File: src/rtl/merge_recirculador.sv
// merge_recirculador: four-lane merge stage in front of a recirculator.
// Each lane buffers new data in a small FIFO; recirculated data returned by
// the recirculator takes priority over the FIFO head on the lane output.
// A small control FSM tracks idle/active/error and drives backpressure.
module merge_recirculador #(
    parameter int DATA_WIDTH = 8,
    parameter int FIFO_DEPTH = 4
) (
    input  logic                  clk,
    input  logic                  reset_L,
    input  logic [DATA_WIDTH-1:0] dataIn0,
    input  logic [DATA_WIDTH-1:0] dataIn1,
    input  logic [DATA_WIDTH-1:0] dataIn2,
    input  logic [DATA_WIDTH-1:0] dataIn3,
    input  logic                  validIn0,
    input  logic                  validIn1,
    input  logic                  validIn2,
    input  logic                  validIn3,
    input  logic [DATA_WIDTH-1:0] recircIn0,
    input  logic [DATA_WIDTH-1:0] recircIn1,
    input  logic [DATA_WIDTH-1:0] recircIn2,
    input  logic [DATA_WIDTH-1:0] recircIn3,
    input  logic                  recircValid0,
    input  logic                  recircValid1,
    input  logic                  recircValid2,
    input  logic                  recircValid3,
    output logic [DATA_WIDTH-1:0] dataOut0,
    output logic [DATA_WIDTH-1:0] dataOut1,
    output logic [DATA_WIDTH-1:0] dataOut2,
    output logic [DATA_WIDTH-1:0] dataOut3,
    output logic                  validOut0,
    output logic                  validOut1,
    output logic                  validOut2,
    output logic                  validOut3,
    output logic                  selector_IDLE,
    output logic                  pause,
    output logic                  error
);

    localparam int LANES = 4;
    localparam int AW    = $clog2(FIFO_DEPTH);
    localparam int CW    = AW + 1;

    localparam logic [CW-1:0] CNT_ZERO = {CW{1'b0}};
    localparam logic [CW-1:0] CNT_ONE  = {{(CW-1){1'b0}}, 1'b1};
    localparam logic [CW-1:0] CNT_FULL = CW'(FIFO_DEPTH);
    localparam logic [CW-1:0] CNT_HIGH = CW'(FIFO_DEPTH - 1);
    localparam logic [AW-1:0] PTR_ONE  = {{(AW-1){1'b0}}, 1'b1};

    typedef enum logic [1:0] {
        ST_RESET  = 2'd0,
        ST_IDLE   = 2'd1,
        ST_ACTIVE = 2'd2,
        ST_ERROR  = 2'd3
    } state_t;

    state_t state_r;
    state_t state_fsm_s;
    state_t state_next_s;

    // Per-lane views of the flat port list
    logic [DATA_WIDTH-1:0] data_in_s   [LANES];
    logic [DATA_WIDTH-1:0] recirc_in_s [LANES];
    logic [LANES-1:0]      valid_in_s;
    logic [LANES-1:0]      recirc_valid_s;

    // Lane FIFO storage and bookkeeping
    logic [DATA_WIDTH-1:0] mem_r        [LANES][FIFO_DEPTH];
    logic [AW-1:0]         rd_ptr_r     [LANES];
    logic [AW-1:0]         wr_ptr_r     [LANES];
    logic [CW-1:0]         count_r      [LANES];
    logic [CW-1:0]         count_next_s [LANES];

    logic [LANES-1:0] push_s;
    logic [LANES-1:0] pop_s;
    logic [LANES-1:0] ovf_s;
    logic             any_valid_s;
    logic             any_high_s;
    logic             all_empty_next_s;
    logic             overflow_s;

    // Registered outputs
    logic [DATA_WIDTH-1:0] data_out_r [LANES];
    logic [LANES-1:0]      valid_out_r;
    logic                  selector_idle_r;
    logic                  pause_r;
    logic                  error_r;

    assign data_in_s[0]   = dataIn0;
    assign data_in_s[1]   = dataIn1;
    assign data_in_s[2]   = dataIn2;
    assign data_in_s[3]   = dataIn3;
    assign recirc_in_s[0] = recircIn0;
    assign recirc_in_s[1] = recircIn1;
    assign recirc_in_s[2] = recircIn2;
    assign recirc_in_s[3] = recircIn3;
    assign valid_in_s     = {validIn3, validIn2, validIn1, validIn0};
    assign recirc_valid_s = {recircValid3, recircValid2, recircValid1, recircValid0};

    assign any_valid_s = (|valid_in_s) | (|recirc_valid_s);
    assign overflow_s  = |ovf_s;

    // Lane push/pop decisions, next occupancy and the aggregate flags derived from it
    always_comb begin
        push_s           = {LANES{1'b0}};
        pop_s            = {LANES{1'b0}};
        ovf_s            = {LANES{1'b0}};
        any_high_s       = 1'b0;
        all_empty_next_s = 1'b1;
        for (int i = 0; i < LANES; i++) begin
            // Recirculated data owns the output slot, so the head stays put.
            pop_s[i] = ~recirc_valid_s[i] & (count_r[i] != CNT_ZERO);
            if (state_r == ST_ERROR) begin
                push_s[i] = 1'b0;
                ovf_s[i]  = 1'b0;
            end else if ((count_r[i] == CNT_FULL) && !pop_s[i]) begin
                push_s[i] = 1'b0;
                ovf_s[i]  = valid_in_s[i];
            end else begin
                push_s[i] = valid_in_s[i];
                ovf_s[i]  = 1'b0;
            end
            case ({push_s[i], pop_s[i]})
                2'b10:   count_next_s[i] = count_r[i] + CNT_ONE;
                2'b01:   count_next_s[i] = count_r[i] - CNT_ONE;
                default: count_next_s[i] = count_r[i];
            endcase
            any_high_s       = any_high_s | (count_next_s[i] >= CNT_HIGH);
            all_empty_next_s = all_empty_next_s & (count_next_s[i] == CNT_ZERO);
        end
    end

    // Control FSM next-state; overflow overrides every other transition
    always_comb begin
        state_fsm_s = state_r;
        case (state_r)
            ST_RESET: begin
                state_fsm_s = ST_IDLE;
            end
            ST_IDLE: begin
                if (any_valid_s) begin
                    state_fsm_s = ST_ACTIVE;
                end else begin
                    state_fsm_s = ST_IDLE;
                end
            end
            ST_ACTIVE: begin
                if (!any_valid_s && all_empty_next_s) begin
                    state_fsm_s = ST_IDLE;
                end else begin
                    state_fsm_s = ST_ACTIVE;
                end
            end
            ST_ERROR: begin
                state_fsm_s = ST_ERROR;
            end
            default: begin
                state_fsm_s = ST_ERROR;
            end
        endcase
        if (overflow_s) begin
            state_next_s = ST_ERROR;
        end else begin
            state_next_s = state_fsm_s;
        end
    end

    // Control FSM state register
    always_ff @(posedge clk or negedge reset_L) begin
        if (!reset_L) begin
            state_r <= ST_RESET;
        end else begin
            state_r <= state_next_s;
        end
    end

    // FIFO pointers and occupancy; pointers wrap naturally at the power-of-two depth
    always_ff @(posedge clk or negedge reset_L) begin
        if (!reset_L) begin
            for (int i = 0; i < LANES; i++) begin
                rd_ptr_r[i] <= {AW{1'b0}};
                wr_ptr_r[i] <= {AW{1'b0}};
                count_r[i]  <= CNT_ZERO;
            end
        end else begin
            for (int i = 0; i < LANES; i++) begin
                if (push_s[i]) begin
                    wr_ptr_r[i] <= wr_ptr_r[i] + PTR_ONE;
                end
                if (pop_s[i]) begin
                    rd_ptr_r[i] <= rd_ptr_r[i] + PTR_ONE;
                end
                count_r[i] <= count_next_s[i];
            end
        end
    end

    // FIFO storage write; contents need no reset since a zero count hides them
    always_ff @(posedge clk) begin
        for (int i = 0; i < LANES; i++) begin
            if (push_s[i]) begin
                mem_r[i][wr_ptr_r[i]] <= data_in_s[i];
            end
        end
    end

    // Lane output registers: recirculated data first, then FIFO head, else hold data
    always_ff @(posedge clk or negedge reset_L) begin
        if (!reset_L) begin
            for (int i = 0; i < LANES; i++) begin
                data_out_r[i] <= {DATA_WIDTH{1'b0}};
            end
            valid_out_r <= {LANES{1'b0}};
        end else begin
            for (int i = 0; i < LANES; i++) begin
                if (recirc_valid_s[i]) begin
                    data_out_r[i]  <= recirc_in_s[i];
                    valid_out_r[i] <= 1'b1;
                end else if (pop_s[i]) begin
                    data_out_r[i]  <= mem_r[i][rd_ptr_r[i]];
                    valid_out_r[i] <= 1'b1;
                end else begin
                    valid_out_r[i] <= 1'b0;
                end
            end
        end
    end

    // Status outputs registered from the next state so they line up with the state
    always_ff @(posedge clk or negedge reset_L) begin
        if (!reset_L) begin
            selector_idle_r <= 1'b0;
            pause_r         <= 1'b0;
            error_r         <= 1'b0;
        end else begin
            selector_idle_r <= (state_next_s == ST_IDLE);
            pause_r         <= any_high_s | (state_next_s == ST_ERROR);
            error_r         <= (state_next_s == ST_ERROR);
        end
    end

    assign dataOut0      = data_out_r[0];
    assign dataOut1      = data_out_r[1];
    assign dataOut2      = data_out_r[2];
    assign dataOut3      = data_out_r[3];
    assign validOut0     = valid_out_r[0];
    assign validOut1     = valid_out_r[1];
    assign validOut2     = valid_out_r[2];
    assign validOut3     = valid_out_r[3];
    assign selector_IDLE = selector_idle_r;
    assign pause         = pause_r;
    assign error         = error_r;

endmodule
File: config.mk
export PLATFORM = sky130hd
export DESIGN_NAME = merge_recirculador
export DESIGN_NICKNAME = d
export VERILOG_FILES = /design/src/rtl/merge_recirculador.sv
export SDC_FILE = /design/constraint.sdc
export NUM_CORES = 1
export LEC_CHECK = 0
export BUFFER_PORTS_ARGS = -buffer_cell sky130_fd_sc_hd__buf_2
export CORE_ASPECT_RATIO = 1.2
export CORE_UTILIZATION = 30
export DETAILED_ROUTE_END_ITERATION = 7
export HOLD_SLACK_MARGIN = 0.08
export MAX_ROUTING_LAYER = met4
export SLEW_MARGIN = 10
export SYNTH_ARGS = -nofsm -noshare
export SYNTH_HDL_FRONTEND = slang
export SYNTH_SLANG_ARGS = --single-unit
File: constraint.sdc
create_clock -name clk -period 3 [get_ports clk]
set_input_delay 0.45 -clock clk [delete_from_list [all_inputs] [get_ports clk]]
set_output_delay 0.45 -clock clk [all_outputs]
set_load 0.03 [all_outputs]
* Word-level counts from Yosys, hierarchy flattened
Memory sizes are Yosys's and may differ from the RTL's.
Index checks and enable logic that the tools add are counted.
** Cells by class
- Add/sub/neg operators :: 16
- Magnitude comparators :: 16
- Eq/ne operators :: 17
- Multiplexer cells :: 68
- Bitwise operators :: 24
- Reduce and logical (&&, ||, !) cells :: 30
** Operators by type and width (count)
- $mux 8 :: 20
- $mux 32 :: 4
- $bmux 8 s2 :: 4
- $demux 8 s2 :: 4
- $mux 1 :: 28
- $ge 3x3->1 const B :: 8
- $not 2->3 :: 8
- $pmux 3 s2 :: 4
- $add 2x1->2 const B :: 8
- $eq 2x2->1 const B :: 7
- $add 3x1->3 const B :: 4
- $eq 2x1->1 const B :: 6
- $eq 3x3->1 const B :: 4
- $ge 3x2->1 const B :: 4
- $logic_not 3->1 :: 4
- $lt 3x1->1 const B :: 4
- $reduce_bool 3->1 :: 4
- $reduce_or 4->1 :: 3
- $sub 3x1->3 const B :: 4
- $logic_and 1x1->1 :: 9
- $pmux 2 s4 :: 1
- $reduce_bool 2->1 :: 4
- $and 1x1->1 :: 7
- $mux 2 :: 3
- other kinds (4) :: 15
** Storage, ports and cells
- Register bits :: 69
- Memory bits (writable) :: 128
- Input bits :: 74
- Output and inout bits :: 39
- Word-level logic and storage cells :: 193
- Memories :: 1
** Memories
- mem_r :: words 4, width 32, rd ports 4, clocked after Yosys merged registers in 0, wr ports 4, RTL line 68 : logic [DATA_WIDTH-1:0] mem_r [LANES][FIFO_DEPTH];

* Logic depth before layout (Yosys ltp)
Gate-level depths: netlist (run 1).
- Depth after elaboration :: 18
- Depth in mapped cells :: 12
- Depth with buffers taken out :: 12

* Least setup slack after synthesis (run 1)
Ideal clock, no wire load.
- Path kind :: in2reg
- From :: input port recircValid0
- To :: register pause_r (netlist: pause)
- Library setup time :: 131 ps
- Arrival :: 2604 ps
- Required time :: 2869 ps
- Slack :: 265 ps
- Cell stages on the path :: 10
- Path buffers :: 1
- Cell sequence :: buf_2 > a31oi_1 > inv_2 > ha_1 > fa_1 > xnor2_1 > nor2_1 > xnor2_1 > nand4_1 > or3_1
** On the way
- Word-level cells in the longest chain between the ends :: 18
- Elaborated cells on any way between the ends :: 30
- Classes of those cells :: order compare (1); eq/ne (3); mux (9); bitwise (10); reduce/logical (7)
** Ends and longest elaborated chain
- start, declared :: RTL line 23 : input logic recircValid0,
- $not 1->1 :: RTL line 112 : pop_s[i] = ~recirc_valid_s[i] & (count_r[i] != CNT_ZERO);
- $and 1x1->1 :: RTL line 112
- $logic_not 1->1 :: RTL line 116 : end else if ((count_r[i] == CNT_FULL) && !pop_s[i]) begin
- $logic_and 1x1->1 :: RTL line 116
- $mux 1 :: RTL line 116
- $mux 1 :: RTL line 113 : if (state_r == ST_ERROR) begin
- $eq 2x1->1 or $eq 2x2->1 (tied branches) :: RTL line 123 : case ({push_s[i], pop_s[i]})
- $pmux 3 s2 :: RTL line 123
- $logic_not 3->1 :: RTL line 129 : all_empty_next_s = all_empty_next_s & (count_next_s[i] == CNT_ZERO);
- $and 1x1->1 (3 in series) :: RTL line 129
- $logic_and 1x1->1 :: RTL line 148 : if (!any_valid_s && all_empty_next_s) begin
- $mux 2 :: RTL line 148
- $pmux 2 s4 :: RTL line 136 : case (state_r)
- $mux 2 :: RTL line 161 : if (overflow_s) begin
- $eq 2x2->1 :: RTL line 237 : pause_r <= any_high_s | (state_next_s == ST_ERROR);
- $or 1x1->1 * :: RTL line 237
- end signal, assigned :: RTL line 237
- end, declared :: RTL line 86 : logic pause_r;
Every way passes the cells marked *; elsewhere a longest branch is shown, timed or not.
A chain may end at the register's enable or synchronous reset.

* Worst setup path after layout (run 1)
- From :: register state_r[0]
- To :: register pause_r (netlist: pause)
** On the way
- Word-level cells in the longest chain between the ends :: 14
- Elaborated cells on any way between the ends :: 45
- Classes of those cells :: order compare (4); eq/ne (12); mux (15); bitwise (7); reduce/logical (7)
** Ends and longest elaborated chain
- start, declared :: RTL line 57 : state_t state_r;
- start signal, assigned :: RTL line 173 : state_r <= state_next_s;
- $eq 2x2->1 :: RTL line 113, 136
- $mux 1 :: RTL line 113
- $eq 2x1->1 or $eq 2x2->1 (tied branches) :: RTL line 123
- $pmux 3 s2 :: RTL line 123
- $logic_not 3->1 :: RTL line 129
- $and 1x1->1 (3 in series) :: RTL line 129
- $logic_and 1x1->1 :: RTL line 148
- $mux 2 :: RTL line 148
- $pmux 2 s4 :: RTL line 136
- $mux 2 :: RTL line 161
- $eq 2x2->1 :: RTL line 237
- $or 1x1->1 * :: RTL line 237
Marks and branches as above.

==> flow_metrics.env, run 1 <==
export IMPL_outcome="finished, final reports clean"
export IMPL_drtPass1Iterations=4
export IMPL_fmax_mhz=373.7
export IMPL_synth_top_cell_area_share_pct=46.64
export IMPL_first_global_vias=4714
export IMPL_dieArea_mm2=0.02814
export IMPL_syn_num_nets=623
export IMPL_post_drt_wl_per_cell_um=15.64
export IMPL_async_flop_share_pct=35.03
export IMPL_r2r_slack_ns=0.32
export IMPL_cts_buffers=17
export IMPL_hold_violations=0
export IMPL_drc=0
export IMPL_p_per_area_mw_per_mm2=994.4
export IMPL_cts_setup_buffers=0
export IMPL_timing_critical_path_cells="nand2_1 > nand2_1 > a31oi_1 > inv_2 > ha_1 > fa_1 > xnor2_1 > nor2_1 > xnor2_1 > nand4_1 > or3_1"
export IMPL_portBuffers=112
export IMPL_total_power_mw=9.781
export IMPL_row_count=66
export IMPL_clockBufferDepth=2
export IMPL_start_util_pct=30.43
export IMPL_drt_iter0_markers=208
export IMPL_synth_edf_count=128
export IMPL_drt_wl_total_mm=15.72
export IMPL_htree_levels=4
export IMPL_slew_headroom_pct=39.42
export IMPL_crit_fanout=6
export IMPL_cp_arrival_ns=2.99
export IMPL_endpoint_kind="register"
export IMPL_post_route_min_period_ns=2.676
export IMPL_grt_max_degree=70
export IMPL_grt_overflow_total=0
export IMPL_final_common_cell="edfxtp_1"
export IMPL_synth_top_cell_by_area="edfxtp_1"
export IMPL_holdWs_ns=0.1283
export IMPL_clock_sinks=197
export IMPL_timing_rr_end="pause"
export IMPL_syn_area_per_cell_um2=15.70
export IMPL_cp_slowest_cell="dfrtp_1"
export IMPL_syn_to_final_growth_pct=19.36
export IMPL_root_buffer="clkbuf_16"
export IMPL_max_cap_viol_count=0
export IMPL_crit_path_start_kind="register"
export IMPL_fin_nets=747
export IMPL_die_h_um=183.6
export IMPL_grt_use_total_pct=12.19
export IMPL_drive_gt1_share_pct=30.97
export IMPL_vias_per_cell=4.418
export IMPL_core_mm2=0.02709
export IMPL_ys_ff_latch=197
export IMPL_syn_area_mm2=0.008242
export IMPL_rsz0062_at_grt="false"
export IMPL_die_w_um=153.3
export IMPL_tns_ns=0
export IMPL_reg2reg_from="state_r[0]"
export IMPL_fin_crit_sh_pct=89.20
export IMPL_yosysUniqueCellTypes=37
export IMPL_insertion_delay_ns=0.43
export IMPL_p_leak_nw=3.791
export IMPL_synthFlopType="edfxtp_1"
export IMPL_drv_slew=0
export IMPL_vias=4440
export IMPL_setup_violations=0
export IMPL_worst_slew_pin_slew_ns=0.9088
export IMPL_ctsResizeCount=0
export IMPL_antenna_found_initial=3
export IMPL_grt_pass1_wl_mm=24.99
export IMPL_critPathKind="reg -> reg"
export IMPL_hp_class="in -> async"
export IMPL_crit_start="state_r[0]"
export IMPL_drtAntennaViolNets=0
export IMPL_hold_buffers=0
export IMPL_slowest_delay_ns=0.44
export IMPL_hpwl_mm=11.27
export IMPL_place_gp_congestion=0.7338
export IMPL_cts_tree="done"
export IMPL_final_cell_mix="128 x edfxtp_1, 111 x buf_2, 69 x dfrtp_1"
export IMPL_crit_required_ns=3.32
export IMPL_fin_skew_ns=0.008799
export IMPL_reg2reg_depth=11
export IMPL_yosysSeqAreaShare_pct=67.59
export IMPL_ioPinCount=113
export IMPL_ir_worst_vdd_mv=0.3093
export IMPL_timing_critical_path_to="pause"
export IMPL_synthTopCellsByArea="edfxtp_1 47%, dfrtp_1 21%, mux4_2 8.7%"
export IMPL_ys_warnings_count=0
export IMPL_syn_instance_count=525
export IMPL_clk_pin_slew_ns=0.07
-- cells by family (layout without fill, tap and decap cells) --
| group | after synthesis | in the layout | share of synthesized area [%] |
|---|---|---|---|
| DFF | 197 | 197 | 67.59 |
| and+or+nand+nor | 113 | 113 | 7.151 |
| muxes | 64 | 64 | 12.63 |
| AOI/OAI and AO/OA | 53 | 53 | 3.553 |
| buffers and inverters | 50 | 187 | 2.520 |
| adders and majority gates | 24 | 24 | 4.008 |
| xor gates and xnor gates | 24 | 24 | 2.550 |
| other | 0 | 3 | 0 |
-- how the worst min path moves through the flow --
stage,startpoint,end,depth (start not counted)
after CTS,reset_L,dataOut1[0],1
after detailed placement,dataOut3[3],dataOut3[3],2
after floorplan,reset_L,count_r[0],0
after global placement,dataOut3[5],dataOut3[5],2
final,reset_L,dataOut1[7],1
after global routing,dataIn0[7],mem_r[0][23],1
-- metal layers --
layer | vias up | wire length, um | track usage (%)
met5 | - | 0 | -
met4 | 0 | 199 | 4.202
met3 | 11 | 683 | 3.843
met2 | 78 | 8115 | 20.55
met1 | 2165 | 6718 | 13.64
li1 | 2186 | - | -
-- critical path, delay by kind of cell (launching register included) --
kind	cells	cell delay, ns
and+or+nand+nor	5	0.88
xor gates and xnor gates	2	0.37
buffers and inverters	1	0.05
adders and majority gates	2	0.61
DFF	1	0.44
AOI/OAI and AO/OA	1	0.21
-- sequential cells by signal, summed over array words and instances (netlist names) --
register / cells
selector_IDLE: 1
dataOut2: 8
dataOut1: 8
count_r: 12
error: 1
valid_out_r: 4
dataOut3: 8
mem_r: 128
dataOut0: 8
wr_ptr_r: 8
state_r: 2
pause: 1
rd_ptr_r: 8
-- cell type report --
cell class / instances / area (um2)
antenna: 3 / 7.507
clock buffer: 17 / 425.4
clock inverter: 15 / 167.7
fill: 2624 / 17250
inverter: 29 / 108.9
multi-input combinational: 278 / 2464
sequential: 197 / 5570
tap: 340 / 425.4
timing repair buffer: 126 / 668.1
-- power by group --
part           switching [mW]  internal [mW]
registers               0.623           3.75
logic                    1.77           1.34
clock network            1.05           1.25
total                    3.44           6.34
-- metrics by stage --
stage / utilization (%) / setup slack [ns] / instance area, um2 / cells
2_1_floorplan: - / 0.2649 / 8242 / 525
3_3_place_gp: 34.10 / 0.3047 / 9236 / 970
3_5_place_dp: 34.10 / 0.3028 / 9236 / 970
4_1_cts: 36.29 / 0.3331 / 9829 / 1002
5_1_grt: 36.32 / 0.09358 / 9837 / 1005
6_report: 36.32 / 0.3241 / 9837 / 1005
-- synth_stat cells (all sizes together), types with 6 or more instances --
cell type	count
nand4	6
dfrtp	69
o21ai	38
nand2	52
mux2i	32
xor2	7
mux4	32
inv	29
nor4	7
ha	20
nor2	13
buf	16
and2	16
xnor2	17
edfxtp	128
nor3	6
Power figures use the tool's default switching activity.
==> run 2: changes to the inputs <==
--- a/config.mk
+++ b/config.mk
@@ -5,10 +5,10 @@
 export SDC_FILE = /design/constraint.sdc
 export NUM_CORES = 1
 export LEC_CHECK = 0
-export BUFFER_PORTS_ARGS = -buffer_cell sky130_fd_sc_hd__buf_2
 export CORE_ASPECT_RATIO = 1.2
 export CORE_UTILIZATION = 30
 export DETAILED_ROUTE_END_ITERATION = 7
+export DONT_BUFFER_PORTS = 1
 export HOLD_SLACK_MARGIN = 0.08
 export MAX_ROUTING_LAYER = met4
 export SLEW_MARGIN = 10
==> run 2 against run 1 <==
Compared with the run above: setup slack got worse by 0.021 ns; largest cell class unchanged; critical path type unchanged; sequential share of layout area rose by 3.2 points; power fell by 3.9%; global-route usage barely moved; cell count fell by 11%; first-iteration DRC count rose by 11%; design area fell by 5.4%; clock power fell by 7%; via count fell by 4.9%; sequential power rose by 13%.
==> flow_metrics.env, run 2 (synthesized netlist as in run 1, its figures left out) <==
export IMPL_outcome="finished, final reports clean"
export IMPL_slew_headroom_pct=57.98
export IMPL_crit_fanout=9
export IMPL_portBuffers=0
export IMPL_largest_register_ffs=128
export IMPL_insertion_delay_ns=0.43
export IMPL_final_common_cell="edfxtp_1"
export IMPL_drt_wl_total_mm=15.67
export IMPL_fmax_mhz=370.9
export IMPL_place_gp_congestion=0.8367
export IMPL_cts_buffers=17
export IMPL_vias=4223
export IMPL_cp_arrival_ns=3.00
export IMPL_hold_buffers=2
export IMPL_first_global_vias=4478
export IMPL_critPathKind="reg -> reg"
export IMPL_hp_class="in -> reg"
export IMPL_clockBufferDepth=2
export IMPL_drtPass1Iterations=5
export IMPL_fill_cells=2548
export IMPL_crit_required_ns=3.30
export IMPL_drive_gt1_share_pct=15.88
export IMPL_final_cell_mix="128 x edfxtp_1, 69 x dfrtp_1, 52 x nand2_1"
export IMPL_rsz0062_at_grt="false"
export IMPL_drc=0
export IMPL_ir_worst_vdd_mv=0.3049
export IMPL_final_cell_area_mm2=0.009310
export IMPL_clk_pin_slew_ns=0.07
export IMPL_crit_path_start_kind="register"
export IMPL_fin_skew_ns=0.008207
export IMPL_drt_iter0_markers=230
export IMPL_grt_overflow_total=0
export IMPL_endpoint_kind="register"
export IMPL_grt_pass1_wl_mm=24.78
export IMPL_cts_tree="done"
export IMPL_dieArea_mm2=0.02814
export IMPL_max_cap_viol_count=0
export IMPL_holdWs_ns=0.1079
export IMPL_worst_slew_pin_slew_ns=0.6302
export IMPL_root_buffer="clkbuf_16"
export IMPL_start_util_pct=30.43
export IMPL_die_w_um=153.3
export IMPL_htree_levels=4
export IMPL_cts_setup_buffers=0
export IMPL_ioPinCount=113
export IMPL_utilization_pct=34.37
export IMPL_vias_per_cell=4.724
export IMPL_drtAntennaViolNets=0
export IMPL_antenna_found_initial=0
export IMPL_setup_ws_ns=0.3036
export IMPL_syn_to_final_growth_pct=12.96
export IMPL_grt_max_degree=70
export IMPL_clock_sinks=197
export IMPL_p_leak_nw=3.364
export IMPL_post_drt_wl_per_cell_um=17.53
export IMPL_fin_crit_sh_pct=89.88
export IMPL_setup_violations=0
export IMPL_p_per_area_mw_per_mm2=1010
export IMPL_core_mm2=0.02709
export IMPL_n_antenna_cell=0
export IMPL_hold_violations=0
export IMPL_drv_slew=0
export IMPL_grt_use_total_pct=12.15
export IMPL_row_count=66
export IMPL_fin_nets=639
export IMPL_die_h_um=183.6
export IMPL_ctsResizeCount=0
export IMPL_post_route_min_period_ns=2.696
export IMPL_tns_ns=0
export IMPL_hpwl_mm=11.55
export IMPL_place_area_mm2=0.008628
export IMPL_dp_worst_setup_slack_ns=0.2822
==> run 2: worst paths after layout <==
path,startpoint,to,slack (ns),cells after the start
min in group asynchronous,reset_L,dataOut1[0],0.54,2
worst min-delay path,dataIn2[6],mem_r[2][14],0.11,0
worst max-delay path,count_r[3],state_r[1],0.30,10
worst max register to register,count_r[3],state_r[1],0.30,10
worst min register to register,wr_ptr_r[1],wr_ptr_r[1],0.62,2
max in group asynchronous,reset_L,error,2.14,2
==> run 2: critical path, cell delays in order (launching register included) <==
cell and delay, ns:
dfrtp_1 0.52, nor3_1 0.09, nor2_1 0.23, ha_1 0.24
inv_1 0.06, fa_1 0.52, and3b_1 0.19, o22ai_1 0.08
nor4_2 0.28, nor3b_2 0.25, a22oi_1 0.09
==> run 2: metrics by stage <==
| step | total power, mW | std cells |
|---|---|---|
| 2_1_floorplan | 6.662 | 525 |
| 6_report | 9.402 | 894 |
| 4_1_cts | 9.539 | 886 |
| 3_5_place_dp | 7.357 | 852 |
| 3_3_place_gp | 7.186 | 852 |
| 5_1_grt | 9.992 | 894 |
==> run 2: layout make-up <==
cell class / instances / area, um2 / area share (%)
Sequential cell: 197 / 5570 / 59.83
Inverter: 29 / 108.9 / 1.169
Timing Repair Buffer: 18 / 177.7 / 1.908
Clock inverter: 15 / 138.9 / 1.492
Multi-Input combinational cell: 278 / 2464 / 26.46
Clock buffer: 17 / 425.4 / 4.569
Tap cell: 340 / 425.4 / 4.569
==> run 2: per-layer routing <==
layer	vias up	routed length [um]	GRT usage (%)	share of wire (%)
met2	79	8449	21.11	54
met5	-	0	-	0
met4	0	242	4.566	1.5
li1	1968	-	-	-
met1	2164	5962	12.16	38
met3	12	1013	4.974	6.5
==> run 2: power breakdown <==
| part | leakage (nW) | internal (mW) | switching, mW |
|---|---|---|---|
| combinational | 1.12 | 1.15 | 1.16 |
| sequential | 1.97 | 3.74 | 1.20 |
| clock | 0.270 | 1.10 | 1.05 |
| total | 3.36 | 5.99 | 3.41 |
==> run 3: changes to the inputs <==
--- a/config.mk
+++ b/config.mk
@@ -6,7 +6,7 @@
 export NUM_CORES = 1
 export LEC_CHECK = 0
 export CORE_ASPECT_RATIO = 1.2
-export CORE_UTILIZATION = 30
+export CORE_UTILIZATION = 40
 export DETAILED_ROUTE_END_ITERATION = 7
 export DONT_BUFFER_PORTS = 1
 export HOLD_SLACK_MARGIN = 0.08
==> run 3 against run 2 <==
Compared with the run above: critical path depth grew 1; sequential share of layout area grew 1.2 points; fmax shrank 1.4%; count of clock-buffer cells in the layout grew 3; power shrank 0.38%; first-iteration DRC count shrank 3.9%; clock skew grew 0.0023 ns; register-to-register slack lost 0.04 ns; combinational power shrank 2%; critical endpoint is now pause; largest power group unchanged; highest routed layer unchanged.
==> flow_metrics.env, run 3 (synthesized netlist as in run 1, its figures left out) <==
export IMPL_post_drt_wl_per_cell_um=18.40
export IMPL_htree_levels=4
export IMPL_fin_crit_sh_pct=91.11
export IMPL_drtAntennaViolNets=0
export IMPL_crit_fanout=6
export IMPL_grt_max_degree=70
export IMPL_fmax_mhz=365.8
export IMPL_grt_pass1_wl_mm=24.16
export IMPL_max_cap_viol_count=0
export IMPL_fin_nets=631
export IMPL_dieArea_mm2=0.02118
export IMPL_drive_gt1_share_pct=15.75
export IMPL_fill_cells=1776
export IMPL_cts_buffers=17
export IMPL_largest_register_ffs=128
export IMPL_rsz0062_at_grt="false"
export IMPL_routed_wl_met3_um=889
export IMPL_timing_critical_path_cells="nand2_1 > nand2_1 > a31oi_1 > inv_2 > ha_1 > fa_1 > xnor2_1 > nor2_1 > xnor2_1 > nand4_1 > or3_1"
export IMPL_final_cell_mix="128 x edfxtp_1, 69 x dfrtp_1, 52 x nand2_1"
export IMPL_slowest_delay_ns=0.44
export IMPL_cp_arrival_ns=3.04
export IMPL_critPathKind="reg -> reg"
export IMPL_clockBufferDepth=2
export IMPL_row_count=57
export IMPL_drc=0
export IMPL_slew_headroom_pct=59.04
export IMPL_crit_required_ns=3.30
export IMPL_syn_to_final_growth_pct=10.81
export IMPL_insertion_delay_ns=0.43
export IMPL_vias_per_cell=5.132
export IMPL_setup_violations=0
export IMPL_hold_depth=0
export IMPL_grt_overflow_total=0
export IMPL_grt_use_total_pct=15.57
export IMPL_crit_path_start_kind="register"
export IMPL_worst_slew_pin_slew_ns=0.6143
export IMPL_hold_buffers=2
export IMPL_min_from="dataIn0[3]"
export IMPL_cts_tree="done"
export IMPL_final_cell_area_mm2=0.009133
export IMPL_post_route_min_period_ns=2.733
export IMPL_hold_end="mem_r[0][19]"
export IMPL_critPathBufInv=1
export IMPL_p_leak_nw=3.333
export IMPL_cp_top_family="simple AND/OR/NAND/NOR gates"
export IMPL_ioPinCount=113
export IMPL_place_gp_congestion=0.7974
export IMPL_cts_setup_buffers=0
export IMPL_ir_worst_vdd_mv=0.4129
export IMPL_clk_pin_slew_ns=0.08
export IMPL_dp_cells=777
export IMPL_portBuffers=0
export IMPL_timing_rr_end="pause"
export IMPL_stdcell_count=811
export IMPL_drtPass1Iterations=4
export IMPL_core_mm2=0.02025
export IMPL_vias=4162
export IMPL_place_area_mm2=0.008534
export IMPL_hp_class="in -> reg"
export IMPL_tns_ns=0
export IMPL_clock_sinks=197
export IMPL_endpoint_kind="register"
export IMPL_die_h_um=159.2
export IMPL_outcome="finished, final reports clean"
export IMPL_drv_slew=0
export IMPL_reg2reg_from="state_r[0]"
export IMPL_dr_max_layer_used="met4"
export IMPL_final_common_cell="edfxtp_1"
export IMPL_fin_skew_ns=0.01053
export IMPL_hpwl_mm=10.34
export IMPL_hold_violations=0
export IMPL_reg2reg_depth=11
export IMPL_wl_met2_mm=7.873
export IMPL_ctsResizeCount=0
export IMPL_die_w_um=133.0
export IMPL_start_util_pct=40.69
export IMPL_cp_slowest_cell="dfrtp_1"
export IMPL_wl_met1_mm=5.920
export IMPL_root_buffer="clkbuf_16"
export IMPL_drt_wl_total_mm=14.92
export IMPL_holdWs_ns=0.1076
export IMPL_p_per_area_mw_per_mm2=1026
export IMPL_antenna_found_initial=0
export IMPL_n_antenna_cell=0
export IMPL_first_global_vias=4463
export IMPL_r2r_slack_ns=0.27
export IMPL_drt_iter0_markers=221
## run 3: cell count changes in the layout (fill, tap and decap cells not counted), moves of 2 or more
cell / before / now
dlygate4sd3_1: 9 / 1
inv_6: 5 / 1
clkinvlp_4: 3 / 1
clkinv_4: 2 / 6
clkbuf_1: 0 / 2
## run 3: layout make-up
class	instances	area, um2	area share, %
sequential	197	5570	60.99
multi-input combinational	278	2464	26.98
clock buffer	20	446.7	4.891
tap	265	331.6	3.631
clock inverter	12	113.9	1.247
inverter	29	108.9	1.192
timing repair buffer	10	97.59	1.069
## run 3: per-stage QoR
step                setup WS, ns  utilization, %  total power [mW]
floorplan                 0.2649               -             6.662
global placement          0.3835           42.14             7.160
detailed placement        0.2758           42.14             7.311
CTS                       0.2580           45.09             9.511
global route             0.01966           45.09             9.956
finish                    0.2666           45.09             9.366
## run 3: where the power goes
group          internal [mW]  switching [mW]
registers               3.74            1.19
logic                   1.14            1.13
clock network           1.12            1.05
## run 3: worst max path at each step
stage	from	to	slack, ns	cells past startpoint
2_1_floorplan	recircValid0	pause	0.26	10
3_5_place_dp	state_r[0]	state_r[1]	0.28	11
5_1_grt	state_r[0]	pause	0.02	11
6_report	state_r[0]	pause	0.27	11
3_3_place_gp	state_r[0]	pause	0.38	11
4_1_cts	state_r[0]	state_r[1]	0.26	11
## run 3: worst reg2reg max path: cells and delay by family, from the launching register on
kind	cells	cell delay [ns]
simple gates	5	0.90
compound gates	1	0.24
xor+xnor	2	0.35
fa+ha+maj	2	0.64
flops	1	0.44
buf+inv	1	0.06
## run 3: routing by layer
layer  global-route usage [%]  up-vias
met1                    17.05     2105
met4                    5.590        0
met3                    5.508       18
li1                         -     1945
met2                    25.99       94
met5                        -        -
